**src/rtl/bp_update_sequencer_pkg.sv**
```systemverilog
`default_nettype none
// ============================================================================
// Module   : bp_update_sequencer_pkg
// Purpose  : Shared types for the branch-predictor update path.
// Revision : 1.0  initial release
// ============================================================================
package bp_update_sequencer_pkg;

    typedef logic [15:0] lc3b_word;

    localparam int BP_INDEX_WIDTH = 10;

    typedef struct packed {
        lc3b_word pc;
        logic     taken;
        logic     control_flush;
        logic     unchosen_pred;
    } lc3b_bp_update_t;

    typedef enum logic [0:0] {
        BP_SEQ_INIT = 1'b0,
        BP_SEQ_RUN  = 1'b1
    } bp_seq_state_e;

endpackage
`default_nettype wire

```
**src/rtl/bp_update_sequencer_if.sv**
```systemverilog
`default_nettype none
// ============================================================================
// Module   : bp_update_sequencer_if
// Purpose  : Update-record intake and predictor write-port signals.
// Revision : 1.0  initial release
// ============================================================================
interface bp_update_sequencer_if;
    import bp_update_sequencer_pkg::*;

    logic     upd_valid;
    lc3b_word upd_pc;
    logic     upd_taken;
    logic     upd_control_flush;
    logic     upd_unchosen_pred;
    logic     upd_ready;

    logic     bp_ready;
    logic     bp_write;
    lc3b_word bp_write_pc;
    logic     bp_taken;
    logic     bp_control_flush;
    logic     bp_unchosen_pred;

    // The sequencer sits on the slave side of both channels.
    modport slave (
        input  upd_valid, upd_pc, upd_taken, upd_control_flush, upd_unchosen_pred,
        input  bp_ready,
        output upd_ready,
        output bp_write, bp_write_pc, bp_taken, bp_control_flush, bp_unchosen_pred
    );

    modport master (
        output upd_valid, upd_pc, upd_taken, upd_control_flush, upd_unchosen_pred,
        output bp_ready,
        input  upd_ready,
        input  bp_write, bp_write_pc, bp_taken, bp_control_flush, bp_unchosen_pred
    );

endinterface
`default_nettype wire

```
**src/rtl/bp_update_sequencer_fifo.sv**
```systemverilog
`default_nettype none
// ============================================================================
// Module   : bp_update_sequencer_fifo
// Purpose  : Synchronous in-order FIFO of predictor update records.
// Revision : 1.0  initial release
// ============================================================================
module bp_update_sequencer_fifo
    import bp_update_sequencer_pkg::*;
#(
    parameter int DEPTH = 4
) (
    input  wire logic                   clk,
    input  wire logic                   reset_n,
    input  wire logic                   i_enq,
    input  wire lc3b_bp_update_t        i_enq_data,
    input  wire logic                   i_deq,
    output lc3b_bp_update_t             o_head,
    output logic                        o_full,
    output logic                        o_empty,
    output logic [$clog2(DEPTH):0]      o_count
);

    localparam int c_PTR_W = $clog2(DEPTH);
    localparam int c_CNT_W = c_PTR_W + 1;
    localparam logic [c_PTR_W-1:0] c_PTR_ONE   = c_PTR_W'(1);
    localparam logic [c_CNT_W-1:0] c_CNT_ONE   = c_CNT_W'(1);
    localparam logic [c_CNT_W-1:0] c_DEPTH_CNT = c_CNT_W'(DEPTH);

    lc3b_bp_update_t     r_mem [DEPTH];
    logic [c_PTR_W-1:0]  r_wr_ptr;
    logic [c_PTR_W-1:0]  r_rd_ptr;
    logic [c_CNT_W-1:0]  r_count;
    logic                w_do_enq;
    logic                w_do_deq;

    assign o_full   = (r_count == c_DEPTH_CNT);
    assign o_empty  = (r_count == '0);
    assign o_count  = r_count;
    assign o_head   = r_mem[r_rd_ptr];
    assign w_do_enq = i_enq && !o_full;
    assign w_do_deq = i_deq && !o_empty;

    // Storage carries no reset; only the pointers and count define validity.
    always_ff @(posedge clk) begin
        if (w_do_enq) begin
            r_mem[r_wr_ptr] <= i_enq_data;
        end
    end

    always_ff @(posedge clk) begin
        if (!reset_n) begin
            r_wr_ptr <= '0;
            r_rd_ptr <= '0;
            r_count  <= '0;
        end else begin
            if (w_do_enq) begin
                r_wr_ptr <= r_wr_ptr + c_PTR_ONE;
            end
            if (w_do_deq) begin
                r_rd_ptr <= r_rd_ptr + c_PTR_ONE;
            end
            case ({w_do_enq, w_do_deq})
                2'b10:   r_count <= r_count + c_CNT_ONE;
                2'b01:   r_count <= r_count - c_CNT_ONE;
                default: r_count <= r_count;
            endcase
        end
    end

endmodule
`default_nettype wire

```
**src/rtl/bp_update_sequencer.sv**
```systemverilog
`default_nettype none
// ============================================================================
// Module   : bp_update_sequencer
// Purpose  : Clears predictor tables after reset, then drains buffered
//            update records in order into the predictor write port.
// Revision : 1.0  initial release
// ============================================================================
module bp_update_sequencer
    import bp_update_sequencer_pkg::*;
#(
    parameter int DEPTH       = 4,
    parameter int INDEX_WIDTH = BP_INDEX_WIDTH
) (
    input  wire logic                   clk,
    input  wire logic                   reset_n,
    bp_update_sequencer_if.slave        bus,
    output logic                        init_write,
    output logic [INDEX_WIDTH-1:0]      init_index,
    output logic                        init_done,
    output logic [$clog2(DEPTH):0]      occupancy,
    output logic [15:0]                 update_count
);

    localparam logic [INDEX_WIDTH-1:0] c_LAST_INDEX = '1;
    localparam logic [INDEX_WIDTH-1:0] c_INDEX_ONE  = INDEX_WIDTH'(1);

    bp_seq_state_e           r_state;
    logic [INDEX_WIDTH-1:0]  r_init_index;
    logic                    r_init_write;
    logic                    r_init_done;
    logic [15:0]             r_update_count;

    logic                    w_run;
    logic                    w_full;
    logic                    w_empty;
    logic                    w_bp_write;
    lc3b_bp_update_t         w_enq_data;
    lc3b_bp_update_t         w_head;

    assign w_run      = (r_state == BP_SEQ_RUN);
    assign w_bp_write = w_run && !w_empty && bus.bp_ready;

    // Ready looks only at registered state, so a dequeue never frees a slot
    // in the same cycle it happens.
    assign bus.upd_ready = w_run && !w_full;

    assign w_enq_data = '{
        pc:            bus.upd_pc,
        taken:         bus.upd_taken,
        control_flush: bus.upd_control_flush,
        unchosen_pred: bus.upd_unchosen_pred
    };

    bp_update_sequencer_fifo #(
        .DEPTH (DEPTH)
    ) u_fifo (
        .clk        (clk),
        .reset_n    (reset_n),
        .i_enq      (bus.upd_valid && bus.upd_ready),
        .i_enq_data (w_enq_data),
        .i_deq      (w_bp_write),
        .o_head     (w_head),
        .o_full     (w_full),
        .o_empty    (w_empty),
        .o_count    (occupancy)
    );

    assign bus.bp_write         = w_bp_write;
    assign bus.bp_write_pc      = w_head.pc;
    assign bus.bp_taken         = w_head.taken;
    assign bus.bp_control_flush = w_head.control_flush;
    assign bus.bp_unchosen_pred = w_head.unchosen_pred;

    assign init_write   = r_init_write;
    assign init_index   = r_init_index;
    assign init_done    = r_init_done;
    assign update_count = r_update_count;

    always_ff @(posedge clk) begin
        if (!reset_n) begin
            r_state        <= BP_SEQ_INIT;
            r_init_index   <= '0;
            r_init_write   <= 1'b1;
            r_init_done    <= 1'b0;
            r_update_count <= '0;
        end else begin
            case (r_state)
                BP_SEQ_INIT: begin
                    if (r_init_index == c_LAST_INDEX) begin
                        r_state      <= BP_SEQ_RUN;
                        r_init_index <= '0;
                        r_init_write <= 1'b0;
                        r_init_done  <= 1'b1;
                    end else begin
                        r_init_index <= r_init_index + c_INDEX_ONE;
                    end
                end
                BP_SEQ_RUN: begin
                end
                default: begin
                    r_state <= BP_SEQ_INIT;
                end
            endcase
            if (w_bp_write) begin
                r_update_count <= r_update_count + 16'd1;
            end
        end
    end

endmodule
`default_nettype wire

```
**src/flat_wrapper.sv**
```systemverilog
// flat-port wrapper written by rule: the top's interface ports become plain ports
module bp_update_sequencer_flat import bp_update_sequencer_pkg::*;
#(
    parameter int DEPTH       = 4,
    parameter int INDEX_WIDTH = BP_INDEX_WIDTH
)
  (clk, reset_n, init_write, init_index, init_done, occupancy, update_count, bus_upd_valid, bus_upd_pc, bus_upd_taken, bus_upd_control_flush, bus_upd_unchosen_pred, bus_bp_ready, bus_upd_ready, bus_bp_write, bus_bp_write_pc, bus_bp_taken, bus_bp_control_flush, bus_bp_unchosen_pred);
  bp_update_sequencer_if bus_i ();
  input  wire logic clk;
  input  wire logic reset_n;
  output logic init_write;
  output logic [INDEX_WIDTH-1:0] init_index;
  output logic init_done;
  output logic [$clog2(DEPTH):0] occupancy;
  output logic [15:0] update_count;
  input wire logic [$bits(bus_i.upd_valid)-1:0] bus_upd_valid;
  input wire logic [$bits(bus_i.upd_pc)-1:0] bus_upd_pc;
  input wire logic [$bits(bus_i.upd_taken)-1:0] bus_upd_taken;
  input wire logic [$bits(bus_i.upd_control_flush)-1:0] bus_upd_control_flush;
  input wire logic [$bits(bus_i.upd_unchosen_pred)-1:0] bus_upd_unchosen_pred;
  input wire logic [$bits(bus_i.bp_ready)-1:0] bus_bp_ready;
  output wire logic [$bits(bus_i.upd_ready)-1:0] bus_upd_ready;
  output wire logic [$bits(bus_i.bp_write)-1:0] bus_bp_write;
  output wire logic [$bits(bus_i.bp_write_pc)-1:0] bus_bp_write_pc;
  output wire logic [$bits(bus_i.bp_taken)-1:0] bus_bp_taken;
  output wire logic [$bits(bus_i.bp_control_flush)-1:0] bus_bp_control_flush;
  output wire logic [$bits(bus_i.bp_unchosen_pred)-1:0] bus_bp_unchosen_pred;
  assign bus_i.upd_valid = bus_upd_valid;
  assign bus_i.upd_pc = bus_upd_pc;
  assign bus_i.upd_taken = bus_upd_taken;
  assign bus_i.upd_control_flush = bus_upd_control_flush;
  assign bus_i.upd_unchosen_pred = bus_upd_unchosen_pred;
  assign bus_i.bp_ready = bus_bp_ready;
  assign bus_upd_ready = bus_i.upd_ready;
  assign bus_bp_write = bus_i.bp_write;
  assign bus_bp_write_pc = bus_i.bp_write_pc;
  assign bus_bp_taken = bus_i.bp_taken;
  assign bus_bp_control_flush = bus_i.bp_control_flush;
  assign bus_bp_unchosen_pred = bus_i.bp_unchosen_pred;
  bp_update_sequencer #(.DEPTH(DEPTH), .INDEX_WIDTH(INDEX_WIDTH)) u_core (.clk(clk), .reset_n(reset_n), .bus(bus_i), .init_write(init_write), .init_index(init_index), .init_done(init_done), .occupancy(occupancy), .update_count(update_count));
endmodule
```
**config.mk**
```make
export PLATFORM = sky130hd
export DESIGN_NAME = bp_update_sequencer_flat
export DESIGN_NICKNAME = d
export VERILOG_FILES = /design/src/rtl/bp_update_sequencer_pkg.sv /design/src/rtl/bp_update_sequencer_if.sv /design/src/rtl/bp_update_sequencer_fifo.sv /design/src/rtl/bp_update_sequencer.sv /design/src/flat_wrapper.sv
export SDC_FILE = /design/constraint.sdc
export NUM_CORES = 1
export LEC_CHECK = 0
export CORE_MARGIN = 2
export CORE_UTILIZATION = 25
export CTS_CLUSTER_SIZE = 25
export DETAILED_ROUTE_END_ITERATION = 6
export DONT_BUFFER_PORTS = 1
export SETUP_SLACK_MARGIN = 0.5
export SLEW_MARGIN = 25
export SYNTH_ARGS = -nofsm -noshare
export SYNTH_HDL_FRONTEND = slang
export SYNTH_SLANG_ARGS = --single-unit
```
**constraint.sdc**
```tcl
create_clock -name clk -period 2.08 [get_ports clk]
set_input_delay 0.52 -clock clk [delete_from_list [all_inputs] [get_ports clk]]
set_output_delay 0.52 -clock clk [all_outputs]
set_load 0.01 [all_outputs]
```
==> results of run 1 <==
-- kinds of logic (layout without fill, tap and decap cells) --
logic type,Yosys count,in the layout,synth area share
XOR/XNOR,19,19,0.0369
adder cells (fa/ha/maj),8,8,0.0239
flip-flops,114,114,0.675
AO/OA/AOI/OAI,28,28,0.0411
multiplexers,21,21,0.0994
AND/OR/NAND/NOR,81,81,0.0961
buffers and inverters,22,80,0.0272
-- cell usage in the layout (no fill, tap or decap), types with 3 or more instances in the layout --
| master | count |
|---|---|
| buf_12 | 6 |
| dfxtp_1 | 22 |
| mux4_2 | 19 |
| nand2_1 | 10 |
| clkinv_1 | 3 |
| dfxtp_4 | 8 |
| inv_1 | 8 |
| or4_1 | 3 |
| edfxtp_1 | 76 |
| buf_6 | 9 |
| nor3_1 | 5 |
| ha_1 | 5 |
| and3_4 | 4 |
| a21oi_2 | 5 |
| clkinvlp_4 | 3 |
| xnor2_1 | 9 |
| clkbuf_16 | 18 |
| or4_4 | 3 |
| nand3_1 | 5 |
| xor2_1 | 10 |
| nor2_1 | 25 |
| o31ai_1 | 4 |
| o21ai_0 | 6 |
| dfxtp_2 | 8 |
| nand4_1 | 8 |
| a21oi_1 | 5 |
| buf_4 | 22 |
| or3_1 | 4 |
-- through the flow --
stage / util / cells
floorplan: - / 293
global placement: 0.273 / 525
detailed placement: 0.273 / 525
CTS: 0.318 / 571
global route: 0.330 / 580
finish: 0.330 / 580
-- routing by layer --
layer	part of all wire	vias to the layer above	GRT usage
met5	0	-	0
met4	0.013	0	0.0403
met3	0.085	11	0.0516
met2	0.47	91	0.155
met1	0.43	1267	0.115
li1	-	1212	-
-- flip-flops by register name, indices dropped and copies added, names as in the netlist, named ones only --
register	flops
u_core.u_fifo.r_mem	76
u_core.update_count	16
u_core.init_index	10
u_core.u_fifo.o_count	3
u_core.u_fifo.r_rd_ptr	2
u_core.u_fifo.r_wr_ptr	2
u_core.init_done	1
u_core.init_write	1
u_core.r_state	1
-- layout make-up --
| type | instances | area share |
|---|---|---|
| clock buffer | 17 | 0.0722 |
| clock inverter | 14 | 0.0236 |
| inverter | 10 | 0.00637 |
| multi-input combinational | 157 | 0.254 |
| sequential | 114 | 0.523 |
| tap | 229 | 0.0486 |
| timing repair buffer | 39 | 0.0724 |
-- where the power goes --
group          internal (W)  switching, W  leakage (nW)
sequential          0.00241    0.00000910         0.999
clock               0.00174       0.00101         0.268
combinational    0.00000709     0.0000151         0.611
total               0.00416       0.00103          1.88
-- final timing paths --
path / end / slack (ps) / cells after the start
setup / recovery: bus_bp_control_flush / 40 / 2
hold / removal: u_core.init_write / 190 / 1
setup reg to reg: u_core.u_fifo.o_count[2] / 140 / 7
hold reg to reg: u_core.init_write / 520 / 2
-- what timing repair did --
item	in CTS	in global routing
buffers inserted	14	8
cloned	1	1
setup endpoints to repair	115	97
gates resized for setup	30	24
pin swaps	10	14
==> flow_metrics.tcl, run 1 <==
set metrics [dict create \
    crit_family "multiplexers" \
    num_vias 2581 \
    die_x_um 138 \
    register_area_sq_um 3080 \
    setup_violations 0 \
    synth-edff-count 76 \
    clk_latency_ps 400 \
    rsz0062_at_grt "yes" \
    n_antenna_cell 0 \
    drtIter0Drc 102 \
    grt_use_total 0.0989 \
    worstSetupPathType "register to primary output" \
    initial_core_util 0.253 \
    r2r_start "u_core.u_fifo.o_count[1]" \
    synth_flop_cell "edfxtp_1" \
    relSlewSlack 0.741 \
    max_freq_mhz 491 \
    crit_buf_inv 1 \
    postSynthAreaPerCell_sq_um 15.4 \
    ys_ff_latch 114 \
    fillCellCount 1736 \
    cts_htree_levels 4 \
    syn_inst 293 \
    clockBufferDepth 2 \
    seq_area_frac_synth 0.675 \
    ys_top_cells_by_count "edfxtp_1, dfxtp_1, nor2_1" \
    max_cap_violations 0 \
    p_leak_nw 1.88 \
    yosysWarningCount 0 \
    worstMarginPinSlew_ps 388 \
    min_period_ps 2040 \
    first_pass_iters 4 \
    worstPathArrival_ps 1520 \
    yosysTopAreaCellShare 0.507 \
    grt_overflow 0 \
    die_h_um 138 \
    cpMaxStageDelayCell "mux4_2" \
    syn-num-nets 324 \
    setup_slack_ps 43.0 \
    power.total_w 0.00519 \
    synth.area.top_cells "edfxtp_1, dfxtp_1, mux4_2" \
    wl_per_cell_um 16.2 \
    tns_ps 0 \
    grt_pass1_vias 2606 \
    detail-route-antenna-nets 0 \
    place_worst_setup_slack_ps 109 \
    cts_hold_buf 0 \
    cts_buffers 17 \
    cts_tree "done" \
    place_area_sq_um 4870 \
    path_cells "buf_12 -> mux4_2" \
    synthArstFlopShare 0 \
    timing.final.hold_violations 0 \
    area_growth_pct 30.8 \
    place_congestion 0.750 \
    clkSinkCount 114 \
    cp-start-kind "register" \
    die_area_sq_um 19100 \
    nets 370 \
    outcome "finished clean" \
    coreArea_sq_um 17800 \
    worstHoldPathType "input pin to register" \
    hold_slack_ps 191 \
    critPathMaxFanout 10 \
    grt_start_max_net_pins 20 \
    clk_pin_slew_ps 50 \
    dp_hpwl_um 5840 \
    cpPeakStageDelay_ps 570 \
    num_rows 49 \
    peakVddDrop_mv 0.552 \
    io_buffers 0 \
    drt-vias-per-instance 4.45 \
    clockRootBuffer "clkbuf_16" \
    multi_input_area_sq_um 1500 \
    antenna_found_initial 0 \
    slew_violations 0 \
    grt_pass1_wl_um 14400 \
    hp-start "reset_n" \
    finalCritPeriodShare 0.979 \
    end_kind "primary output" \
    drc 0 \
    worst_ep_required_time_ps 1560 \
    synth.most_common_cell "edfxtp_1" \
    final_area_sq_um 5890 \
    yosysTopAreaCell "edfxtp_1" \
    drt-total-wl_um 9380 \
    fin_skew_ps 5.45 \
    syn_area_sq_um 4510 \
    yosysUniqueCellTypes 40 \
    drive_gt1_frac 0.376 \
    ios 75 \
    pwr_density_cell_nw_per_um2 881 \
]
Power figures use the tool's default switching activity.
==> run 2: changes to the inputs <==
CTS_CLUSTER_SIZE = not set   (was 25)
==> results of run 2 <==
No change in the layout: final DEF, timing and power equal those of run 1.
